<file path="config.mk">
export PLATFORM = sky130hd
export DESIGN_NAME = led_fade_pwm_flat
export DESIGN_NICKNAME = d
export VERILOG_FILES = /design/src/rtl/led_fade_pwm_if.sv /design/src/rtl/led_fade_pwm.sv /design/src/flat_wrapper.sv
export SDC_FILE = /design/constraint.sdc
export NUM_CORES = 1
export LEC_CHECK = 0
export BUFFER_PORTS_ARGS = -buffer_cell sky130_fd_sc_hd__buf_2
export CORE_UTILIZATION = 39
export DETAILED_ROUTE_END_ITERATION = 12
export GPL_TIMING_DRIVEN = 0
export PLACE_DENSITY = 0.62
export SYNTH_ARGS = -nofsm -noshare
export SYNTH_HDL_FRONTEND = slang
export SYNTH_SLANG_ARGS = --single-unit
</file>
<file path="constraint.sdc">
create_clock -name clk -period 2 [get_ports clk]
set_input_delay 0.3 -clock clk [delete_from_list [all_inputs] [get_ports clk]]
set_output_delay 0.3 -clock clk [all_outputs]
set_load 0.05 [all_outputs]
</file>
<file path="src/rtl/led_fade_pwm_if.sv">
// Control/status bundle between the blink generator side and the LED fade stage.
interface led_fade_pwm_if #(
    parameter int PWM_W = 8
);
    logic             en;
    logic             led_in;
    logic             led_out;
    logic [PWM_W-1:0] level;
    logic             busy;

    modport master (
        output en,
        output led_in,
        input  led_out,
        input  level,
        input  busy
    );

    modport slave (
        input  en,
        input  led_in,
        output led_out,
        output level,
        output busy
    );
endinterface

</file>
<file path="src/rtl/led_fade_pwm.sv">
// Turns LED level changes into linear brightness fades rendered with a free-running PWM.
// Optional build macro LED_FADE_GAMMA_EN applies a square-law brightness-to-duty curve.
module led_fade_pwm #(
    parameter int PWM_W       = 8,
    parameter int STEP_CYCLES = 50000
) (
    input  logic            clk,
    input  logic            rst,
    led_fade_pwm_if.slave   bus
);
    localparam logic [PWM_W-1:0] MAX      = {PWM_W{1'b1}};
    localparam logic [PWM_W-1:0] ZERO     = {PWM_W{1'b0}};
    localparam logic [PWM_W-1:0] ONE      = PWM_W'(1'b1);
    localparam int               STEP_W   = (STEP_CYCLES > 1) ? $clog2(STEP_CYCLES) : 1;
    localparam logic [STEP_W-1:0] STEP_LAST = STEP_W'(STEP_CYCLES - 1);
    localparam logic [STEP_W-1:0] STEP_ZERO = {STEP_W{1'b0}};
    localparam logic [STEP_W-1:0] STEP_ONE  = STEP_W'(1'b1);

    typedef enum logic [1:0] {
        ST_OFF  = 2'd0,
        ST_UP   = 2'd1,
        ST_ON   = 2'd2,
        ST_DOWN = 2'd3
    } state_t;

    state_t            state_q;
    logic [PWM_W-1:0]  level_q;
    logic [STEP_W-1:0] step_cnt_q;
    logic              busy_q;
    logic [PWM_W-1:0]  pwm_cnt_q;
    logic [PWM_W-1:0]  duty_r_q;
    logic              led_out_q;
    logic              led_out_d;
    logic [PWM_W-1:0]  duty_s;
    logic              step_tick_s;

    // Brightness-to-duty mapping; full scale always stays fully on.
    function automatic logic [PWM_W-1:0] duty_of(input logic [PWM_W-1:0] lvl);
`ifdef LED_FADE_GAMMA_EN
        logic [2*PWM_W-1:0] prod;
        prod = {ZERO, lvl} * {ZERO, lvl};
        if (lvl == MAX) begin
            return MAX;
        end else begin
            return prod[2*PWM_W-1:PWM_W];
        end
`else
        return lvl;
`endif
    endfunction

    assign step_tick_s = (step_cnt_q == STEP_LAST);
    assign duty_s      = duty_of(level_q);

    // PWM compare with the saturated endpoints forced to constant levels.
    always_comb begin
        led_out_d = 1'b0;
        if (duty_r_q == MAX) begin
            led_out_d = 1'b1;
        end else if (duty_r_q == ZERO) begin
            led_out_d = 1'b0;
        end else begin
            led_out_d = (pwm_cnt_q < duty_r_q);
        end
    end

    // Free-running PWM period; duty is latched only at the period boundary.
    always_ff @(posedge clk or posedge rst) begin
        if (rst) begin
            pwm_cnt_q <= ZERO;
            duty_r_q  <= ZERO;
            led_out_q <= 1'b0;
        end else begin
            pwm_cnt_q <= pwm_cnt_q + ONE;
            led_out_q <= led_out_d;
            if (pwm_cnt_q == MAX) begin
                duty_r_q <= duty_s;
            end
        end
    end

    // Fade FSM: a reversal restarts the step timer without moving the level.
    always_ff @(posedge clk or posedge rst) begin
        if (rst) begin
            state_q    <= ST_OFF;
            level_q    <= ZERO;
            step_cnt_q <= STEP_ZERO;
            busy_q     <= 1'b0;
        end else if (bus.en) begin
            case (state_q)
                ST_OFF: begin
                    step_cnt_q <= STEP_ZERO;
                    if (bus.led_in) begin
                        state_q <= ST_UP;
                        busy_q  <= 1'b1;
                    end
                end
                ST_UP: begin
                    if (!bus.led_in) begin
                        state_q    <= ST_DOWN;
                        step_cnt_q <= STEP_ZERO;
                    end else if (step_tick_s) begin
                        step_cnt_q <= STEP_ZERO;
                        if (level_q >= MAX - ONE) begin
                            level_q <= MAX;
                            state_q <= ST_ON;
                            busy_q  <= 1'b0;
                        end else begin
                            level_q <= level_q + ONE;
                        end
                    end else begin
                        step_cnt_q <= step_cnt_q + STEP_ONE;
                    end
                end
                ST_ON: begin
                    step_cnt_q <= STEP_ZERO;
                    if (!bus.led_in) begin
                        state_q <= ST_DOWN;
                        busy_q  <= 1'b1;
                    end
                end
                ST_DOWN: begin
                    if (bus.led_in) begin
                        state_q    <= ST_UP;
                        step_cnt_q <= STEP_ZERO;
                    end else if (step_tick_s) begin
                        step_cnt_q <= STEP_ZERO;
                        if (level_q <= ONE) begin
                            level_q <= ZERO;
                            state_q <= ST_OFF;
                            busy_q  <= 1'b0;
                        end else begin
                            level_q <= level_q - ONE;
                        end
                    end else begin
                        step_cnt_q <= step_cnt_q + STEP_ONE;
                    end
                end
                default: begin
                    state_q    <= ST_OFF;
                    level_q    <= ZERO;
                    step_cnt_q <= STEP_ZERO;
                    busy_q     <= 1'b0;
                end
            endcase
        end
    end

    assign bus.led_out = led_out_q;
    assign bus.level   = level_q;
    assign bus.busy    = busy_q;
endmodule

</file>
<file path="src/flat_wrapper.sv">
// flat-port wrapper written by rule: the top's interface ports become plain ports
module led_fade_pwm_flat 
#(
    parameter int PWM_W       = 8,
    parameter int STEP_CYCLES = 50000
)
  (clk, rst, bus_en, bus_led_in, bus_led_out, bus_level, bus_busy);
  led_fade_pwm_if #(.PWM_W(PWM_W)) bus_i ();
  input  logic clk;
  input  logic rst;
  input wire logic [$bits(bus_i.en)-1:0] bus_en;
  input wire logic [$bits(bus_i.led_in)-1:0] bus_led_in;
  output wire logic [$bits(bus_i.led_out)-1:0] bus_led_out;
  output wire logic [$bits(bus_i.level)-1:0] bus_level;
  output wire logic [$bits(bus_i.busy)-1:0] bus_busy;
  assign bus_i.en = bus_en;
  assign bus_i.led_in = bus_led_in;
  assign bus_led_out = bus_i.led_out;
  assign bus_level = bus_i.level;
  assign bus_busy = bus_i.busy;
  led_fade_pwm #(.PWM_W(PWM_W), .STEP_CYCLES(STEP_CYCLES)) u_core (.clk(clk), .rst(rst), .bus(bus_i));
endmodule
</file>
==> out/results.ini, run 1 <==
[outcome]
status = finished, violations left
violations = DRC, setup timing

[job]
drv_cap = 0

[logic_synthesis]
ys_seq_area_share_pct = 41.9
yosys-top-cells-area = dfrtp_1, ha_1, nor2_1
ys.flop_type = dfrtp_1
synth-edff-count = 0
syn_area_per_cell_um2 = 9.25
synth_area_mm2 = 0.00263
synth_top_area_share_pct = 41.9
synth_cells = 284
yosysTopAreaCell = dfrtp_1
ys_ff_latch = 44
ys_async_sr_fraction_pct = 100
yosys_warnings = 0
synth.distinct_cells = 50
syn-num-nets = 305

[sta]
fin_crit_sh_pct = 102
max_slew_margin_pct = 66.1
worst_slew_pin_slew_ns = 0.506
setup-violations-final = 1
maxSlewViolCount = 0
finalCriticalPeriod_ns = 2.03
timing.final.ws_setup_ns = -0.0310
skew_ns = 0.00965
hold_violations = 0
rsz0062_at_grt = true
fmax_mhz = 492

[die]
dieHeight_um = 84.1
num_rows = 29
die-width_um = 84.1
dieArea_mm2 = 0.00707
start_util_pct = 40.9
io_pins = 14
core-area_mm2 = 0.00642

[placement]
gp_congestion = 0.810
place_worst_setup_slack_ns = -0.302
io_buffers = 13
dp_hpwl_mm = 3.84

[drt]
vias = 2259
firstDrtPassIters = 9
drt_iter0_drc = 102
wl_per_cell_um = 14.5
antenna_left = 0
via_per_inst = 5.51
drc = 2
drt_wl_total_mm = 5.93

[cells_and_area]
drive_above_1_share_pct = 25.2
fill_cells = 583
layout_commonest_cell = dfrtp_1
layout_common_cells = dfrtp_1, nor2_1, nand2_1
utilization_pct = 51.1
nets = 353
syn_to_final_growth_pct = 24.9
n_antenna_cell = 0

[worst_setup_path]
crit_arrival_ns = 2.21
rrSetupSlack_ns = -0.03
ff2ff_path_depth = 6
critPathKind = flip-flop to flip-flop
reg2reg_from = u_core.step_cnt_q[10]
cp-start-kind = flip-flop
critical_path.max_fanout = 4
cp-startpoint = u_core.step_cnt_q[10]
crit_path_end = u_core.state_q[1]
worstPathRequired_ns = 2.18
r2r_end = u_core.state_q[1]
end_kind = flip-flop

[global_routing]
grt_pass1_wl_mm = 9.92
grt-ovfl-total = 0
grt_pass1_vias = 2086
grt_start_max_net_pins = 33
antenna_found_initial = 0
grtUsageTotal_pct = 17.4

[clock_network]
clk_latency_ns = 0.30
cts.sink_count = 44
cts.clk_slew.worst_paths_ns = 0.09
cts_tree = done
cts-htree-levels = 2
numCtsBuffers = 5
clk_path_buf_depth = 2
root_buffer = clkbuf_8

[power]
power_density_mw_per_mm2 = 746
worst_ir_drop_vdd_mv = 0.475
leakagePower_uw = 0.00144

[min_path]
min_path_type = input pin to flip-flop

## where the power goes
group	leakage [uW]	internal [uW]	total [uW]	switching, uW
logic	0.000781	230	537	306
registers	0.000580	926	962	36.1
clock network	0.0000784	625	949	324
total	0.00144	1780	2450	667
## worst max-delay path: stages (launching register included)
cell     delay, ns
dfrtp_1       0.38
or4_4         0.56
nor4_4        0.14
buf_4         0.19
a21oi_2       0.07
nor3_2        0.22
mux2_1        0.35
## timing repair
item,4_1_cts,5_1_grt
hold buffers,1,0
setup buffers,22,4
pin swaps,9,8
gates resized for setup,11,22
hold endpoints to repair,12,0
gates cloned,1,1
endpoints found under the setup margin,24,19
## cell usage after synthesis (3+ instances only)
cell type,instances
or4_1,3
o21ai_0,20
nor2_1,34
nand4_1,7
nand2_1,24
dfrtp_1,44
o22ai_1,4
nor3_1,4
ha_1,17
nand2b_1,3
clkbuf_1,6
inv_1,21
nor4_1,3
a21oi_1,6
o31ai_1,7
a21o_1,3
xor2_1,8
buf_2,3
xnor2_1,12
and3_1,6
nand3_1,13
## per-layer routing
| layer | GRT usage, % | vias up | share of wire (%) |
|---|---|---|---|
| met5 | 0 | - | 0 |
| li1 | - | 1106 | - |
| met3 | 3.46 | 8 | 3.2 |
| met2 | 29.7 | 41 | 48 |
| met1 | 22.6 | 1104 | 47 |
| met4 | 4.39 | 0 | 1.4 |
## state kept, by name, summed over array words and instances, names as in the netlist
register	flops
u_core.bus.busy	1
u_core.bus.led_out	1
u_core.bus.level	8
u_core.duty_r_q	8
u_core.pwm_cnt_q	8
u_core.state_q	2
u_core.step_cnt_q	16
## final cells by class
| type | instances | area, um2 | share of cell area (%) |
|---|---|---|---|
| Inverter | 21 | 78.8 | 2.40 |
| Buffer | 9 | 53.8 | 1.64 |
| Multi-Input combinational cell | 209 | 1470 | 44.9 |
| Sequential cell | 44 | 1110 | 33.8 |
| Clock inverter | 3 | 90.1 | 2.75 |
| Clock buffer | 5 | 68.8 | 2.10 |
| Timing Repair Buffer | 42 | 313 | 9.53 |
| Tap cell | 77 | 96.3 | 2.94 |
## kinds of logic (layout without fill, tap and decap cells)
kind of cell | Yosys count | after routing | synth area share, %
AO/OA/AOI/OAI | 58 | 58 | 15.0
XOR/XNOR | 20 | 20 | 6.67
adder cells (fa/ha/maj) | 17 | 17 | 8.10
buffers and inverters | 31 | 80 | 4.72
flip-flops | 44 | 44 | 41.9
multiplexers | 4 | 4 | 1.67
AND/OR/NAND/NOR | 110 | 110 | 21.9
## metrics by stage
stage | cell area (um2) | hold slack, ns | setup TNS, ns | power [uW] | cells
final | 3280 | 0.415 | -0.0310 | 2450 | 410
after global routing | 3280 | 0.408 | -0.560 | 2570 | 410
after CTS | 3200 | 0.364 | -0.145 | 2450 | 405
after detailed placement | 2830 | 0.270 | -3.72 | 1420 | 375
after global placement | 2810 | 0.461 | -3.53 | 1400 | 374
after floorplan | 2650 | 0.434 | -0.292 | 1310 | 284
## how the worst min path moves through the flow
| stage | from | endpoint | slack (ns) | cells after the start |
|---|---|---|---|---|
| after floorplan | u_core.pwm_cnt_q[0] | u_core.pwm_cnt_q[0] | 0.43 | 1 |
| final | bus_en | u_core.bus.busy | 0.42 | 3 |
| after global routing | bus_en | u_core.bus.busy | 0.41 | 3 |
| after CTS | bus_en | u_core.bus.busy | 0.36 | 3 |
| after detailed placement | rst | u_core.step_cnt_q[11] | 0.27 | 2 |
| after global placement | u_core.pwm_cnt_q[0] | u_core.pwm_cnt_q[0] | 0.46 | 1 |
(Power assumes the default switching activity.)
==> run 2, diff against run 1 <==
--- a/config.mk
+++ b/config.mk
@@ -6,10 +6,11 @@
 export NUM_CORES = 1
 export LEC_CHECK = 0
 export BUFFER_PORTS_ARGS = -buffer_cell sky130_fd_sc_hd__buf_2
-export CORE_UTILIZATION = 39
+export CORE_UTILIZATION = 40
 export DETAILED_ROUTE_END_ITERATION = 12
 export GPL_TIMING_DRIVEN = 0
-export PLACE_DENSITY = 0.62
+export HOLD_SLACK_MARGIN = 0.12
+export PLACE_DENSITY = 0.61
 export SYNTH_ARGS = -nofsm -noshare
 export SYNTH_HDL_FRONTEND = slang
 export SYNTH_SLANG_ARGS = --single-unit
==> constraint.sdc (replaced) <==
create_clock -name clk -period 1.97 [get_ports clk]
set_input_delay 0.2955 -clock clk [delete_from_list [all_inputs] [get_ports clk]]
set_output_delay 0.2955 -clock clk [all_outputs]
set_load 0.05 [all_outputs]
==> run 2 against run 1 <==
Effect of this change: the flow finishes with violations (setup timing); total power down 10%; combinational power up 8.8%; die area down 2.4%; design area up 3.1%; flip-flop and latch count unchanged; routed wire length up 3.4%; critical path type unchanged; critical endpoint is now u_core.step_cnt_q[13]; largest power group unchanged; highest routed layer unchanged.
==> out/results.ini, run 2 (synthesis results as in run 1) <==
[worst_setup_path]
worstPathRequired_ns = 2.16
r2r_end = u_core.step_cnt_q[13]
cpMostUsedCell = or4_4
reg2reg_from = u_core.step_cnt_q[10]
path_cells = or4_4 > buf_6 > or4_4 > nand2b_4 > and2_4 > clkbuf_16 > nor2_1
cp-start-kind = flip-flop
end_kind = flip-flop
critical_path.max_fanout = 5
cp_slowest_cell = or4_4
crit_arrival_ns = 2.27
ff2ff_path_depth = 7
cpPeakStageDelay_ns = 0.56
rrSetupSlack_ns = -0.11
crit_buf_inv = 2
critPathKind = flip-flop to flip-flop
cp_top_family = simple AND/OR/NAND/NOR gates

[drt]
via_per_inst = 5.44
vias = 2227
wl_per_cell_um = 15.0
drc = 0
firstDrtPassIters = 4
drt_iter0_drc = 123
drt_wl_total_mm = 6.13
antenna_left = 0

[global_routing]
grt-busiest-layer = met2
grt-ovfl-total = 0
grt_pass1_wl_mm = 10.1
antenna_found_initial = 0
use_met2_pct = 28.8
grtUsageTotal_pct = 18.0
met1_usage_pct = 25.1
grt_pass1_vias = 2125
met3_usage_pct = 2.98
grt_start_max_net_pins = 34

[die]
start_util_pct = 41.4
dieArea_mm2 = 0.00689
io_pins = 14
dieHeight_um = 83.0
die-width_um = 83.0
num_rows = 29
core-area_mm2 = 0.00635

[cells_and_area]
drive_above_1_share_pct = 31.3
top_register = u_core.step_cnt_q
syn_to_final_growth_pct = 28.8
utilization_pct = 53.3
layout_common_cells = dfrtp_1, nor2_1, nand2_1
n_antenna_cell = 0
layout_commonest_cell = dfrtp_1
post-route-cell-area_mm2 = 0.00338
nets = 352
largest_reg_flops = 16

[sta]
setup-violations-final = 17
finalCriticalPeriod_ns = 2.08
maxSlewViolCount = 0
rsz0062_at_grt = true
fin_crit_sh_pct = 106
max_slew_margin_pct = 68.2
timing.final.ws_setup_ns = -0.109
skew_ns = 0.0135
worst_slew_pin_slew_ns = 0.477
hold_violations = 0
fmax_mhz = 481

[clock_network]
root_buffer = clkbuf_8
numCtsBuffers = 5
cts.clk_slew.worst_paths_ns = 0.10
cts_tree = done
cts-htree-levels = 2
cts.sink_count = 44
clk_latency_ns = 0.31
clk_path_buf_depth = 2

[min_path]
holdPathEnd = u_core.bus.busy
min_delay_path_depth = 3
min_path_type = input pin to flip-flop
min_from = bus_en

[job]
drv_cap = 0

[outcome]
violations = setup timing
status = finished, violations left

[power]
power_density_mw_per_mm2 = 650
leakagePower_uw = 0.00146
worst_ir_drop_vdd_mv = 0.509

[placement]
dp_hpwl_mm = 3.91
gp_congestion = 0.850
post_dp_cell_area_mm2 = 0.00285
io_buffers = 13

==> run 2: how the worst max path moves through the flow <==
stage | startpoint | to | slack (ns) | cells after the start
finish | u_core.step_cnt_q[10] | u_core.step_cnt_q[13] | -0.11 | 7
floorplan | u_core.bus.level[6] | u_core.state_q[1] | -0.07 | 5
detailed placement | u_core.state_q[0] | u_core.bus.level[6] | -0.30 | 7
CTS | u_core.step_cnt_q[10] | u_core.state_q[1] | -0.16 | 6
global route | u_core.step_cnt_q[13] | u_core.step_cnt_q[7] | -0.16 | 7
global placement | u_core.state_q[0] | u_core.bus.level[6] | -0.29 | 7
==> run 2: area by class of cell <==
type / count / area (um2)
plain buffers: 8 / 53.8
flip-flops and latches: 44 / 1110
clock buffers: 6 / 82.6
repair buffers: 42 / 343
well taps: 77 / 96.3
inverters: 21 / 78.8
clock inverters: 2 / 15.0
multi-input cells: 209 / 1600
fillers: 577 / 2970
==> run 2: tightest hold or removal path, stage by stage <==
cell and delay (ns):
buf_2 0.15, nand2_1 0.15, o31ai_1 0.08
==> run 2: timing repair <==
item                       in CTS  in global routing
pin swaps                      12                 17
resized for setup              24                 33
setup buffers                  15                 12
hold buffers                    1                  0
hold endpoints to repair       11                  0
setup endpoints to repair      24                 31
cloned                          1                  1
==> run 2: metal layers <==
metal	share of wire, %	wire length [um]
met4	0.99	61
met2	48	2970
met1	48	2910
met3	3.1	189
met5	0	0
==> run 2: power by group <==
group	internal (uW)	switching [uW]	total (uW)
clock	285	345	630
combinational	258	326	584
sequential	940	44.6	985
total	1480	715	2200
==> run 2: per-stage QoR <==
step	hold WS [ns]	setup TNS, ns	instances	total power (uW)	setup WS, ns
after floorplan	0.434	-0.158	284	1350	-0.0679
after global placement	0.462	-4.41	374	1430	-0.289
after detailed placement	0.256	-3.47	375	1450	-0.302
after CTS	0.381	-1.63	399	2140	-0.160
after global routing	0.408	-2.39	409	2330	-0.161
final	0.397	-1.38	409	2200	-0.109
==> run 3, diff against run 2 <==
--- a/config.mk
+++ b/config.mk
@@ -5,7 +5,8 @@
 export SDC_FILE = /design/constraint.sdc
 export NUM_CORES = 1
 export LEC_CHECK = 0
-export BUFFER_PORTS_ARGS = -buffer_cell sky130_fd_sc_hd__buf_2
+export ABC_CLOCK_PERIOD_IN_PS = 1970
+export BUFFER_PORTS_ARGS = -buffer_cell sky130_fd_sc_hd__clkbuf_2
 export CORE_UTILIZATION = 40
 export DETAILED_ROUTE_END_ITERATION = 12
 export GPL_TIMING_DRIVEN = 0
==> run 3 against run 2 <==
Effect of this change: utilization is 0.30 points lower; worst setup slack better by 0.031 ns; combinational power is 6.7% higher; largest power group unchanged; fmax is 1.5% higher; design area is 0.55% lower; clock power is 3.7% lower; worst hold slack better by 0.049 ns; the flow still finishes with violations (setup timing); count of clock-buffer cells in the layout is 1 higher; sequential power hardly changed; critical path type unchanged; global-route usage is 0.21 points lower; critical path depth is 1 lower; routed wire length is 4.0% lower.
==> out/results.ini, run 3 (synthesis results as in run 1) <==
[die]
num_rows = 29
die-width_um = 83.0
start_util_pct = 41.4
io_pins = 14
dieHeight_um = 83.0
dieArea_mm2 = 0.00689
core-area_mm2 = 0.00635

[cells_and_area]
syn_to_final_growth_pct = 28.1
top_register = u_core.step_cnt_q
utilization_pct = 53.0
n_antenna_cell = 0
largest_reg_flops = 16
nets = 357
drive_above_1_share_pct = 32.0
post-route-cell-area_mm2 = 0.00336
fin_cells = 414
layout_commonest_cell = dfrtp_1
layout_common_cells = dfrtp_1, nand2_1, buf_4

[sta]
fmax_mhz = 488
hold_violations = 0
finalCriticalPeriod_ns = 2.05
fin_crit_sh_pct = 104
timing.final.ws_setup_ns = -0.0779
setup-violations-final = 16
fin_setup_tns_ns = -0.890
maxSlewViolCount = 0
worst_slew_pin_slew_ns = 0.408
rsz0062_at_grt = true
skew_ns = 0.00717
max_slew_margin_pct = 72.8

[drt]
drt_iter0_drc = 128
drt_wl_total_mm = 5.89
antenna_left = 0
firstDrtPassIters = 4
wl_per_cell_um = 14.2
vias = 2231
drc = 0
via_per_inst = 5.39

[power]
pwr-share-clk_pct = 27.4
power.switching_uw = 709
leakagePower_uw = 0.00144
power_frac_seq_pct = 44.5
sw_frac_of_total_pct = 32.0
internal-power_uw = 1510
p_comb_share_pct = 28.1
power_density_mw_per_mm2 = 658
worst_ir_drop_vdd_mv = 0.529

[worst_setup_path]
end_kind = flip-flop
crit_arrival_ns = 2.24
critPathKind = flip-flop to flip-flop
cp-start-kind = flip-flop
worstPathRequired_ns = 2.16
critical_path.max_fanout = 5

[global_routing]
antenna_found_initial = 0
grtUsageTotal_pct = 17.8
grt-ovfl-total = 0
grt_start_max_net_pins = 33
grt_pass1_wl_mm = 9.95
grt_pass1_vias = 2090

[outcome]
violations = setup timing
status = finished, violations left

[clock_network]
cts.clk_slew.worst_paths_ns = 0.09
clk_latency_ns = 0.30
clk_path_buf_depth = 2
numCtsBuffers = 5
cts_tree = done
cts-htree-levels = 2
cts.sink_count = 44
root_buffer = clkbuf_8

[placement]
gp_congestion = 0.845
dp_hpwl_mm = 3.84
place_worst_setup_slack_ns = -0.287
dp_cells = 375
post_dp_cell_area_mm2 = 0.00285
io_buffers = 13

[job]
drv_cap = 0

[min_path]
min_path_type = input pin to flip-flop

-- run 3: cell count changes in the layout (fill, tap and decap cells not counted), moves of 3 or more --
cell	delta
nor2_2	+6
clkbuf_2	+14
nor3_2	-3
buf_4	+3
buf_6	+3
buf_2	-13
nor2_1	-5
-- run 3: path summary, 6_finish.rpt --
check | start | end | slack, ns | depth (start not counted)
setup / recovery | u_core.step_cnt_q[11] | u_core.step_cnt_q[8] | -0.08 | 6
hold / removal | bus_en | u_core.bus.level[5] | 0.45 | 4
setup reg to reg | u_core.step_cnt_q[11] | u_core.step_cnt_q[8] | -0.08 | 6
hold reg to reg | u_core.pwm_cnt_q[0] | u_core.pwm_cnt_q[0] | 0.48 | 1
max in group asynchronous | rst | u_core.bus.level[6] | 1.04 | 4
min in group asynchronous | rst | u_core.step_cnt_q[2] | 0.47 | 3
-- run 3: routing by layer --
layer / track usage (%) / share of wire [%] / vias up
met5: 0 / 0 / -
met4: 5.64 / 0.97 / 0
met3: 3.78 / 3.3 / 6
met2: 28.8 / 48 / 39
met1: 23.9 / 48 / 1072
li1: - / - / 1114
-- run 3: worst max-delay path, cell delays in order, from the launching register on --
cell,delay [ns]
dfrtp_1,0.40
or4_4,0.56
or4_4,0.53
nand2b_4,0.11
and2_4,0.17
buf_6,0.13
nor2_2,0.04
-- run 3: repair_timing --
item / CTS / global route
pin swaps: 23 / 13
gates resized for setup: 24 / 31
cloned: 2 / 0
buffers inserted: 17 / 13
setup endpoints to repair: 23 / 32
hold endpoints to repair: 12 / 0
hold buffers: 1 / 0
-- run 3: area by class of cell --
cell class / count / area, um2
sequential: 44 / 1110
fill: 581 / 2990
tap: 77 / 96.3
inverter: 21 / 78.8
buffer: 9 / 53.8
clock buffer: 7 / 86.3
timing repair buffer: 46 / 348
clock inverter: 1 / 7.51
multi-input combinational: 209 / 1580
-- run 3: per-stage QoR --
step	hold slack (ns)	power (uW)
6_report	0.446	2210
5_1_grt	0.448	2360
4_1_cts	0.406	2150
3_5_place_dp	0.251	1450
3_3_place_gp	0.462	1430
2_1_floorplan	0.434	1350
-- run 3: power by group through the flow --
stage	Sequential (uW)	Combinational [uW]	Clock, uW
after floorplan	986	361	0
after global placement	991	443	0
after detailed placement	993	460	0
after CTS	974	543	628
after global routing	993	694	674
final	985	623	607
